==> config.mk <==
export PLATFORM = sky130hd
export DESIGN_NAME = spi_loader
export DESIGN_NICKNAME = d
export VERILOG_FILES = /design/src/rtl/spi_loader.sv
export SDC_FILE = /design/constraint.sdc
export NUM_CORES = 1
export LEC_CHECK = 0
export ABC_CLOCK_PERIOD_IN_PS = 2009
export BUFFER_PORTS_ARGS = -buffer_cell sky130_fd_sc_hd__clkbuf_2
export CAP_MARGIN = 20
export CORE_ASPECT_RATIO = 1.5
export CORE_MARGIN = 2
export CORE_UTILIZATION = 27
export CTS_BUF_LIST = sky130_fd_sc_hd__clkbuf_4 sky130_fd_sc_hd__clkbuf_8
export CTS_CLUSTER_SIZE = 30
export DETAILED_ROUTE_END_ITERATION = 8
export PLACE_DENSITY = 0.56
export REMOVE_ABC_BUFFERS = 1
export SETUP_SLACK_MARGIN = 0.5
export SLEW_MARGIN = 20
export SYNTH_ARGS = -nofsm -noshare
export SYNTH_HDL_FRONTEND = slang
export SYNTH_SLANG_ARGS = --single-unit
==> constraint.sdc <==
create_clock -name clk -period 2.01 [get_ports clk]
set_input_delay 0.201 -clock clk [delete_from_list [all_inputs] [get_ports clk]]
set_output_delay 0.201 -clock clk [all_outputs]
set_load 0.01 [all_outputs]
==> src/rtl/spi_loader.sv <==
`default_nettype none
// ============================================================================
// spi_loader : deserialises 12-bit SPI frames into imem/dmem writes and
//              starts the core. Optional macro SPI_LOADER_SYNC_EN adds
//              2-flop synchronisers on sclk_in, mosi_in and mode_in.
// Revision   : 1.0
// ============================================================================
module spi_loader #(
   parameter int ADDR_W = 4,
   parameter int DATA_W = 8
) (
   input  logic              clk,
   input  logic              rst,
   input  logic              sclk_in,
   input  logic              mosi_in,
   input  logic [1:0]        mode_in,
   output logic              imem_we,
   output logic [ADDR_W-1:0] imem_addr,
   output logic [DATA_W-1:0] imem_wdata,
   output logic              dmem_we,
   output logic [ADDR_W-1:0] dmem_addr,
   output logic [DATA_W-1:0] dmem_wdata,
   output logic              core_start,
   input  logic              core_halt_in,
   output logic              done_out,
   output logic              frame_err
);

   localparam int FRAME_BITS = ADDR_W + DATA_W;
   localparam int CNT_W      = $clog2(FRAME_BITS + 1);
   localparam logic [CNT_W-1:0] CNT_FULL = CNT_W'(FRAME_BITS);

   localparam logic [1:0] MODE_GAP  = 2'b00;
   localparam logic [1:0] MODE_IMEM = 2'b01;
   localparam logic [1:0] MODE_DMEM = 2'b10;
   localparam logic [1:0] MODE_RUN  = 2'b11;

   typedef enum logic [1:0] {S_IDLE, S_RX, S_WR, S_RUN} state_t;

   logic       sclk_s;
   logic       mosi_s;
   logic [1:0] mode_s;

`ifdef SPI_LOADER_SYNC_EN
   logic [1:0] sclk_sync;
   logic [1:0] mosi_sync;
   logic [1:0] mode_sync0;
   logic [1:0] mode_sync1;

   always_ff @(posedge clk) begin
      if (rst) begin
         sclk_sync  <= '0;
         mosi_sync  <= '0;
         mode_sync0 <= '0;
         mode_sync1 <= '0;
      end else begin
         sclk_sync  <= {sclk_sync[0], sclk_in};
         mosi_sync  <= {mosi_sync[0], mosi_in};
         mode_sync0 <= mode_in;
         mode_sync1 <= mode_sync0;
      end
   end

   assign sclk_s = sclk_sync[1];
   assign mosi_s = mosi_sync[1];
   assign mode_s = mode_sync1;
`else
   assign sclk_s = sclk_in;
   assign mosi_s = mosi_in;
   assign mode_s = mode_in;
`endif

   logic sclk_q;
   logic rise;
   assign rise = sclk_s & ~sclk_q;

   state_t                state, state_d;
   logic [CNT_W-1:0]      cnt, cnt_d;
   logic [FRAME_BITS-1:0] sr, sr_d;
   logic [1:0]            fmode, fmode_d;
   logic [1:0]            done_mode, done_mode_d;
   logic                  imem_we_d, dmem_we_d, core_start_d, done_d, err_d;
   logic [ADDR_W-1:0]     imem_addr_d, dmem_addr_d;
   logic [DATA_W-1:0]     imem_wdata_d, dmem_wdata_d;

   always_ff @(posedge clk) begin
      if (rst) begin
         sclk_q     <= 1'b0;
         state      <= S_IDLE;
         cnt        <= '0;
         sr         <= '0;
         fmode      <= MODE_GAP;
         done_mode  <= MODE_GAP;
         imem_we    <= 1'b0;
         imem_addr  <= '0;
         imem_wdata <= '0;
         dmem_we    <= 1'b0;
         dmem_addr  <= '0;
         dmem_wdata <= '0;
         core_start <= 1'b0;
         done_out   <= 1'b0;
         frame_err  <= 1'b0;
      end else begin
         sclk_q     <= sclk_s;
         state      <= state_d;
         cnt        <= cnt_d;
         sr         <= sr_d;
         fmode      <= fmode_d;
         done_mode  <= done_mode_d;
         imem_we    <= imem_we_d;
         imem_addr  <= imem_addr_d;
         imem_wdata <= imem_wdata_d;
         dmem_we    <= dmem_we_d;
         dmem_addr  <= dmem_addr_d;
         dmem_wdata <= dmem_wdata_d;
         core_start <= core_start_d;
         done_out   <= done_d;
         frame_err  <= err_d;
      end
   end

   // Outputs are registered, so the write strobe coincides with the WR state.
   always_comb begin
      state_d      = state;
      cnt_d        = cnt;
      sr_d         = sr;
      fmode_d      = fmode;
      done_mode_d  = done_mode;
      imem_we_d    = 1'b0;
      imem_addr_d  = imem_addr;
      imem_wdata_d = imem_wdata;
      dmem_we_d    = 1'b0;
      dmem_addr_d  = dmem_addr;
      dmem_wdata_d = dmem_wdata;
      core_start_d = 1'b0;
      done_d       = done_out;
      err_d        = frame_err;

      case (state)
         S_IDLE: begin
            if (mode_s == MODE_RUN) begin
               core_start_d = 1'b1;
               done_d       = 1'b0;
               state_d      = S_RUN;
            end else if ((mode_s == MODE_IMEM || mode_s == MODE_DMEM) && rise) begin
               sr_d    = {mosi_s, sr[FRAME_BITS-1:1]};
               cnt_d   = CNT_W'(1);
               fmode_d = mode_s;
               if (mode_s != done_mode) done_d = 1'b0;
               state_d = S_RX;
            end
         end
         S_RX: begin
            if (cnt == CNT_FULL) begin
               if (fmode == MODE_IMEM) begin
                  imem_we_d    = 1'b1;
                  imem_addr_d  = sr[ADDR_W-1:0];
                  imem_wdata_d = sr[FRAME_BITS-1:ADDR_W];
               end else begin
                  dmem_we_d    = 1'b1;
                  dmem_addr_d  = sr[ADDR_W-1:0];
                  dmem_wdata_d = sr[FRAME_BITS-1:ADDR_W];
               end
               done_d      = &sr[ADDR_W-1:0];
               done_mode_d = fmode;
               cnt_d       = '0;
               state_d     = S_WR;
            end else if (mode_s != fmode) begin
               err_d   = 1'b1;
               cnt_d   = '0;
               state_d = S_IDLE;
            end else if (rise) begin
               sr_d  = {mosi_s, sr[FRAME_BITS-1:1]};
               cnt_d = cnt + CNT_W'(1);
            end
         end
         S_WR: state_d = S_IDLE;
         S_RUN: begin
            if (mode_s == MODE_RUN) begin
               done_d = core_halt_in;
            end else begin
               done_d  = 1'b0;
               state_d = S_IDLE;
               if (mode_s != MODE_GAP) err_d = 1'b1;
            end
         end
         default: state_d = S_IDLE;
      endcase
   end

endmodule
`default_nettype wire

# ---- Yosys cells after proc, flatten, opt, wreduce, memory -nomap -nowiden
# Index checks and enable logic that the tools add are counted.
dict set report word_totals {
  regBits 52
  inputBits 7
  output_inout_bits 29
  wordCells 97
}
dict set report op_classes {
  n_addsub 1
  n_eq_ne 23
  n_mux 32
  n_bitwise 7
  n_reduce_logical 19
}
# op n
set ops {}
lappend ops {{two-way mux 12 bit} 5}
lappend ops {{case mux 12 bit (2 select lines)} 1}
lappend ops {{two-way mux 4 bit} 5}
lappend ops {{inequality test 2 bit (second input constant)} 9}
lappend ops {{two-way mux 1 bit} 12}
lappend ops {{AND reduction 3 bit} 4}
lappend ops {{AND reduction 4 bit} 3}
lappend ops {{two-way mux 2 bit} 5}
lappend ops {{inequality test 3 bit (second input constant)} 3}
lappend ops {{equality test 2 bit (second input constant)} 4}
lappend ops {{case mux 2 bit (4 select lines)} 1}
lappend ops {{case mux 4 bit (2 select lines)} 1}
lappend ops {{equality test 2 x 1 -> 1 bit (second input constant)} 3}
lappend ops {{inverter 1 bit} 6}
lappend ops {{AND reduction 6 bit} 1}
lappend ops {{nonzero test 2 bit} 3}
lappend ops {{AND reduction 5 bit} 1}
lappend ops {{adder 4 x 1 -> 4 bit (second input constant)} 1}
lappend ops {{equality test 4 bit (second input constant)} 1}
lappend ops {{inequality test 2 bit} 2}
lappend ops {{inequality test 4 bit (second input constant)} 1}
lappend ops {{case mux 1 bit (3 select lines)} 1}
lappend ops {{nonzero test 3 bit} 1}
lappend ops {{OR reduction 3 bit} 1}
lappend ops {{7 further kinds} 7}

# ---- Longest topological paths before layout
# Gate-level depths: netlist of run 1.
dict set report logic_depth {
  depth_word 6
  ltp_mapped 8
  ltp_nobuf 7
}

# ---- Least setup slack after synthesis of run 1
# OpenSTA, ideal clock, no wires.
dict set report synth_path {
  path_type {register to register}
  from {reg cnt[0]}
  to {reg sr[0]}
  setup_time_ps 128
  arrival_time_ps 1571
  t_required_ps 1882
  slack_ps 311
  path_stages_with_launch 9
  period_less_slack_ps 1699
  path_cell_list {dfxtp_1 > inv_1 > ha_1 > nand3_2 > nor2_1 > nor3_2 > buf_6 > mux2i_1 > nor2_1}
}
dict set report synth_via {
  elab_chain_len 3
}
# item line
set synth_lines {}
lappend synth_lines {{start, declared} 78} ;# logic [CNT_W-1:0] cnt, cnt_d;
lappend synth_lines {{start signal, assigned} 106} ;# cnt <= cnt_d;
lappend synth_lines {{equality test 4 bit} 154} ;# if (cnt == CNT_FULL) begin
lappend synth_lines {{inequality test 2 bit (no line)} -}
lappend synth_lines {{AND reduction 6 bit (no line)} -}
lappend synth_lines {{end signal, assigned} 107} ;# sr <= sr_d;
lappend synth_lines {{end, declared} 79} ;# logic [FRAME_BITS-1:0] sr, sr_d;
# No other way between the ends.
# A chain may end at the register's enable or synchronous reset.

# ---- Worst setup path after layout of run 1
dict set report layout_path {
  from {reg sclk_q}
  to {reg sr[11]}
}
dict set report layout_via {
  elab_chain_len 5
}
# item line
set layout_lines {}
lappend layout_lines {{start, declared} 73} ;# logic sclk_q;
lappend layout_lines {{start signal, assigned} 104} ;# sclk_q <= sclk_s;
lappend layout_lines {{inverter 1 bit *} 75} ;# assign rise = sclk_s & ~sclk_q;
lappend layout_lines {{bitwise AND 1 bit *} 75}
lappend layout_lines {{logical AND 1 bit} 145} ;# end else if ((mode_s == MODE_IMEM || mode_s == MODE_DMEM) && rise) begin
lappend layout_lines {{inequality test 2 bit (no line)} -}
lappend layout_lines {{AND reduction 6 bit (no line) *} -}
# Every way passes the cells marked *; elsewhere a longest branch is shown, timed or not.

==> results.json, run 1 <==
{
  "status": "finished clean",
  "yosysSeqAreaShare": 0.486,
  "yosys.area.top_type": "dfxtp_1",
  "numCtsBuffers": 5,
  "row_count": 39,
  "core_area_um2": 7660,
  "antenna_cells": 0,
  "setup_viol": 0,
  "rsz0062_at_grt": "true",
  "cp_max_fo": 6,
  "fin_ws_ns": 0.439,
  "maxSlewViolCount": 0,
  "overflow": 0,
  "post-synth-top-area-fraction": 0.486,
  "synthToLayoutAreaGrowth_pct": 35.2,
  "viasPerCell": 4.55,
  "ys_warn_count": 0,
  "netlist_instances": 244,
  "cap_violations": 0,
  "post-route-min-period_ns": 1.57,
  "globalplace.congestion": 0.789,
  "dp_hpwl_um": 3330,
  "clkSinkCount": 52,
  "critPathKind": "register to register",
  "layout-drive-gt1-share": 0.313,
  "worstMarginPinSlew_ns": 0.646,
  "clk_latency_ns": 0.30,
  "critPathCaptureType": "register",
  "dr.pass1.iters": 5,
  "finClkSkew_ns": 0.00712,
  "drt_iter0_markers": 68,
  "first_global_vias": 1781,
  "grt_pass1_wl_um": 8220,
  "clkSlewWorstSetupHoldPaths_ns": 0.09,
  "start_util": 0.279,
  "synth_top_flop_cell": "dfxtp_1",
  "cp.arrival_ns": 1.74,
  "wl_per_cell_um": 12.6,
  "synth_edf_count": 0,
  "drt-total-wl_um": 5040,
  "final.period_utilization": 0.781,
  "drc": 0,
  "synthArstFlopShare": 0,
  "wl_met1_um": 2100,
  "fp.dieW_um": 76.7,
  "clockBufferDepth": 2,
  "grt_max_degree": 30,
  "nNetsFinal": 308,
  "cts-root-buf": "clkbuf_8",
  "synth_area_leaders": "dfxtp_1, nand2_1, mux2i_1",
  "yosysUniqueCellTypes": 39,
  "hold_class": "input pin to register",
  "holdWs_ns": 0.148,
  "start_kind": "register",
  "hold_violations": 0,
  "ir_drop_mv": 0.429,
  "fmax_mhz": 637,
  "vias": 1814,
  "antenna_found_initial": 0,
  "ys_ff_latch": 52,
  "leakage_nw": 1.14,
  "portBuffers": 35,
  "io-pin-count": 36,
  "cts_tree": "yes",
  "topRoutingLayerUsed": "met4",
  "met3_length_um": 153,
  "dpl.cell_count": 374,
  "gr-usage-all-layers": 0.117,
  "p_per_area_nw_per_um2": 770,
  "dp_slack_ns": 0.0808,
  "die_h_um": 113,
  "syn_area_um2": 2140,
  "dr_wl_met2_um": 2690,
  "htreeDepth": 2,
  "final_cells": 399,
  "relSlewSlack": 0.569,
  "drtAntennaViolNets": 0,
  "avgSynthCellArea_um2": 8.77,
  "fin_total_pwr_mw": 2.23,
  "die_area_um2": 8670,
  "fin_util": 0.378,
  "required_ns": 2.18
}
[synth_stat cells (all sizes together) (2+ instances only)]
cell type / n
nor2b: 2
o21ai: 2
inv: 8
dfxtp: 52
o21bai: 2
or4: 3
xor2: 2
and2b: 3
mux2i: 17
a21oi: 30
a211oi: 2
nand2: 50
nor2: 27
xnor2: 2
ha: 4
nand3: 5
buf: 2
nor3: 4
clkbuf: 11
and3: 2
[timing repair]
item                                    in CTS  in global routing
hold buffers                                 0                  0
resized for setup                           29                 13
cloned                                       1                  1
pin swaps                                    8                  5
buffers inserted                            13                  3
endpoints found under the setup margin      46                 40
[report_power, final]
group,internal [mW],leakage (nW),switching [mW]
clock network,0.490,0.0642,0.333
registers,1.05,0.423,0.0224
logic,0.181,0.651,0.155
[cells in the final DEF, fill, tap and decap left out, drive strengths merged]
master   n
and2b    3
bufinv   2
o211ai   1
and3     2
nor2b    2
ha       4
inv      8
or3      1
or4      3
a31oi    1
o21bai   2
nor3     4
nor4     1
a21o     1
dfxtp   52
nand3    5
nand2b   1
buf     24
a21boi   1
o21ai    2
nand3b   1
mux2i   17
a211oi   2
xor2     2
nand4    1
clkbuf  40
nor2    27
and4bb   1
a21oi   30
o311ai   1
and4b    1
nand2   50
o41ai    1
a211o    1
xnor2    2
[state kept, by name, indices dropped and copies added (netlist names)]
name	cells
cnt	4
core_start	1
dmem_addr	4
dmem_wdata	8
dmem_we	1
done_mode	2
done_out	1
fmode	2
frame_err	1
imem_addr	4
imem_wdata	8
imem_we	1
sclk_q	1
sr	12
state	2
[through the flow]
step	area [um2]	setup TNS, ns
2_1_floorplan	2080	-0.288
3_5_place_dp	2460	0
3_3_place_gp	2460	0
4_1_cts	2820	0
6_report	2890	0
5_1_grt	2890	0
[final timing paths]
kind,to,start,slack [ns],cells past startpoint
worst max-delay path,sr[11],sclk_q,0.44,7
worst min-delay path,sr[11],mosi_in,0.15,3
worst max register to register,sr[11],sclk_q,0.44,7
worst min register to register,imem_wdata[2],imem_wdata[2],0.46,2
[area by class of cell]
type | instances | area (um2)
fill | 787 | 4770
multi-input combinational | 171 | 1120
sequential | 52 | 1060
timing repair buffer | 59 | 433
tap | 102 | 128
clock buffer | 5 | 68.8
clock inverter | 2 | 60.1
inverter | 8 | 30.0
[logic make-up (layout without fill, tap and decap cells)]
group,Yosys count,in the layout,synth area share
and+or+nand+nor,103,103,0.227
muxes,17,17,0.0795
buffers and inverters,21,74,0.0409
xor gates and xnor gates,4,4,0.0234
DFF,52,52,0.486
AOI/OAI and AO/OA,43,43,0.120
adders and majority gates,4,4,0.0234
[worst max-delay path, cell delays in order, from the launching register on]
cell      delay, ns
dfxtp_2        0.33
and4bb_1       0.32
o21bai_4       0.09
nor3_4         0.21
buf_4          0.15
buf_12         0.11
mux2i_1        0.18
nor2_1         0.05
[routing by layer]
layer,vias to the layer above,global-route usage
met5,-,0
met4,0,0.0424
met3,10,0.0263
met2,34,0.216
met1,844,0.130
li1,926,-
Power figures use the tool's default switching activity.
==> inputs of run 2 (changes only) <==
--- a/config.mk
+++ b/config.mk
@@ -5,7 +5,8 @@
 export SDC_FILE = /design/constraint.sdc
 export NUM_CORES = 1
 export LEC_CHECK = 0
-export ABC_CLOCK_PERIOD_IN_PS = 2009
+export ABC_AREA = 1
+export ABC_CLOCK_PERIOD_IN_PS = 1400
 export BUFFER_PORTS_ARGS = -buffer_cell sky130_fd_sc_hd__clkbuf_2
 export CAP_MARGIN = 20
 export CORE_ASPECT_RATIO = 1.5
@@ -14,7 +15,7 @@
 export CTS_BUF_LIST = sky130_fd_sc_hd__clkbuf_4 sky130_fd_sc_hd__clkbuf_8
 export CTS_CLUSTER_SIZE = 30
 export DETAILED_ROUTE_END_ITERATION = 8
-export PLACE_DENSITY = 0.56
+export PLACE_DENSITY = 0.58
 export REMOVE_ABC_BUFFERS = 1
 export SETUP_SLACK_MARGIN = 0.5
 export SLEW_MARGIN = 20
==> constraint.sdc (replaced) <==
create_clock -name clk -period 1.4 [get_ports clk]
set_input_delay 0.14 -clock clk [delete_from_list [all_inputs] [get_ports clk]]
set_output_delay 0.14 -clock clk [all_outputs]
set_load 0.01 [all_outputs]
==> run 2 against run 1 <==
Effect of this change: the flow now finishes with violations (setup timing); sequential share of layout area shrank 5.6 points; routed wire length grew 16%; core utilization grew 4.2 points; clock-buffer cell count is the same; largest cell class unchanged.
==> results.json, run 2 <==
{
  "status": "finished with violations",
  "violations": "setup timing",
  "finClkSkew_ns": 0.00637,
  "dr.pass1.iters": 4,
  "drc": 0,
  "ir_drop_mv": 0.541,
  "netlist_instances": 314,
  "ys_ff_latch": 52,
  "leakage_nw": 1.47,
  "wl_per_cell_um": 11.8,
  "fp.dieW_um": 79.4,
  "r2r-start": "cnt[0]",
  "p_int_mw": 2.69,
  "io-pin-count": 36,
  "p_per_area_nw_per_um2": 1070,
  "grt_pass1_wl_um": 9200,
  "synth_edf_count": 0,
  "r2r_slack_ns": -0.06,
  "globalplace.congestion": 0.811,
  "vias": 2219,
  "viasPerCell": 4.49,
  "drtAntennaViolNets": 0,
  "layout_common_cells": "inv_1, a21oi_1, buf_6",
  "fmax_mhz": 687,
  "yosysSeqAreaShare": 0.452,
  "top_regs": "sr x12, dmem_wdata x8, imem_wdata x8",
  "holdWs_ns": 0.0831,
  "hold_violations": 0,
  "hold_buffers": 0,
  "htreeDepth": 2,
  "critPathSlowestCell": "dfxtp_2",
  "critical-path-top-delay-family": "simple AND/OR/NAND/NOR gates",
  "rsz0062_at_grt": "true",
  "numCtsBuffers": 5,
  "post-route-min-period_ns": 1.46,
  "cts-root-buf": "clkbuf_8",
  "start_util": 0.275,
  "hold_start": "sclk_in",
  "avgSynthCellArea_um2": 7.33,
  "portBuffers": 35,
  "synth.most_common_cell": "inv_1",
  "hold_class": "input pin to register",
  "max_stage_delay_ns": 0.35,
  "overflow": 0,
  "antenna_found_initial": 0,
  "first_global_vias": 2137,
  "placedInstanceArea_um2": 2780,
  "top_register": "sr",
  "clockBufferDepth": 2,
  "mostFrequentLayoutCell": "inv_1",
  "n_fill_cell": 851,
  "synth_area_leaders": "dfxtp_1, a21oi_1, inv_1",
  "nNetsFinal": 398,
  "cts_tree": "yes",
  "worstMarginPinSlew_ns": 0.246,
  "fin_ws_ns": -0.0562,
  "grt_max_degree": 44,
  "critPathKind": "register to register",
  "syn_area_um2": 2300,
  "fin_util": 0.419,
  "die_h_um": 117,
  "drt_iter0_markers": 106,
  "fin_total_pwr_mw": 3.75,
  "p_seq_frac": 0.450,
  "maxSlewViolCount": 0,
  "clkSinkCount": 52,
  "path_buf_inv": 3,
  "final_cells": 494,
  "antenna_cells": 0,
  "clkSlewWorstSetupHoldPaths_ns": 0.09,
  "cap_violations": 0,
  "dp_hpwl_um": 3790,
  "clk_latency_ns": 0.30,
  "critPathCaptureType": "register",
  "final.period_utilization": 1.04,
  "cp_max_fo": 6,
  "start_kind": "register",
  "required_ns": 1.61,
  "row_count": 41,
  "fin_tns_setup_ns": -0.536,
  "drt-total-wl_um": 5820,
  "synth_commonest_cells": "inv_1, dfxtp_1, a21oi_1",
  "yosys.area.top_type": "dfxtp_1",
  "relSlewSlack": 0.836,
  "layout-drive-gt1-share": 0.455,
  "p_sw_frac": 0.283,
  "crit_chain": "inv_2, ha_4, nand3_4, nor2_4, inv_2, nand2_2, nor2_4, clkbuf_16, nand3_2, nand2_1, nor2_1",
  "cp.arrival_ns": 1.66,
  "dp_slack_ns": -0.154,
  "clkPwrFrac": 0.317,
  "synthToLayoutAreaGrowth_pct": 52.3,
  "p_comb_frac": 0.233,
  "synthArstFlopShare": 0,
  "ys_warn_count": 0,
  "switching_power_mw": 1.06,
  "crit_start": "cnt[0]",
  "yosysUniqueCellTypes": 27,
  "final_area_um2": 3510,
  "post-synth-top-area-fraction": 0.452,
  "die_area_um2": 9300,
  "synth_top_flop_cell": "dfxtp_1",
  "largest_register_ffs": 12,
  "core_area_um2": 8360,
  "gr-usage-all-layers": 0.123,
  "setup_viol": 23,
  "dpl.cell_count": 469
}
==> run 2: final timing paths <==
check	endpoint	depth (start not counted)
setup reg to reg	sr[4]	11
hold / removal	sclk_q	3
setup / recovery	sr[4]	11
hold reg to reg	imem_addr[3]	2
==> run 2: cell families after synthesis <==
group,after synthesis,synth area share
fa+ha+maj,4,0.0217
buf+inv,72,0.130
xor+xnor,3,0.0114
simple gates,104,0.207
compound gates,79,0.177
flops,52,0.452
==> run 2: worst min-delay path, stage by stage <==
cell      delay (ns)
clkbuf_2        0.10
inv_1           0.07
nor2_1          0.04
==> run 2: timing repair <==
item,CTS,global route
setup endpoints to repair,77,80
setup buffers,8,8
hold endpoints to repair,0,0
pin swaps,7,11
gates resized for setup,95,81
gates cloned,1,1
==> run 2: power by group through the flow <==
stage / clock network [mW] / registers [mW] / logic (mW)
2_1_floorplan: 0 / 1.67 / 0.402
5_1_grt: 1.30 / 1.70 / 0.967
3_5_place_dp: 0 / 1.69 / 0.647
6_report: 1.19 / 1.69 / 0.873
3_3_place_gp: 0 / 1.70 / 0.631
4_1_cts: 1.24 / 1.68 / 0.788
==> run 2: layout make-up <==
type / instances / area (um2) / share of cell area
clock buffer: 5 / 68.8 / 0.0196
sequential: 52 / 1080 / 0.309
inverter: 59 / 224 / 0.0639
timing repair buffer: 79 / 776 / 0.221
tap: 107 / 134 / 0.0382
multi-input combinational: 190 / 1160 / 0.331
clock inverter: 2 / 60.1 / 0.0171
==> run 2: metal layers <==
metal	wire, um	track usage
met1	2400	0.131
met2	3170	0.241
met3	135	0.0199
met4	123	0.0448
met5	0	0
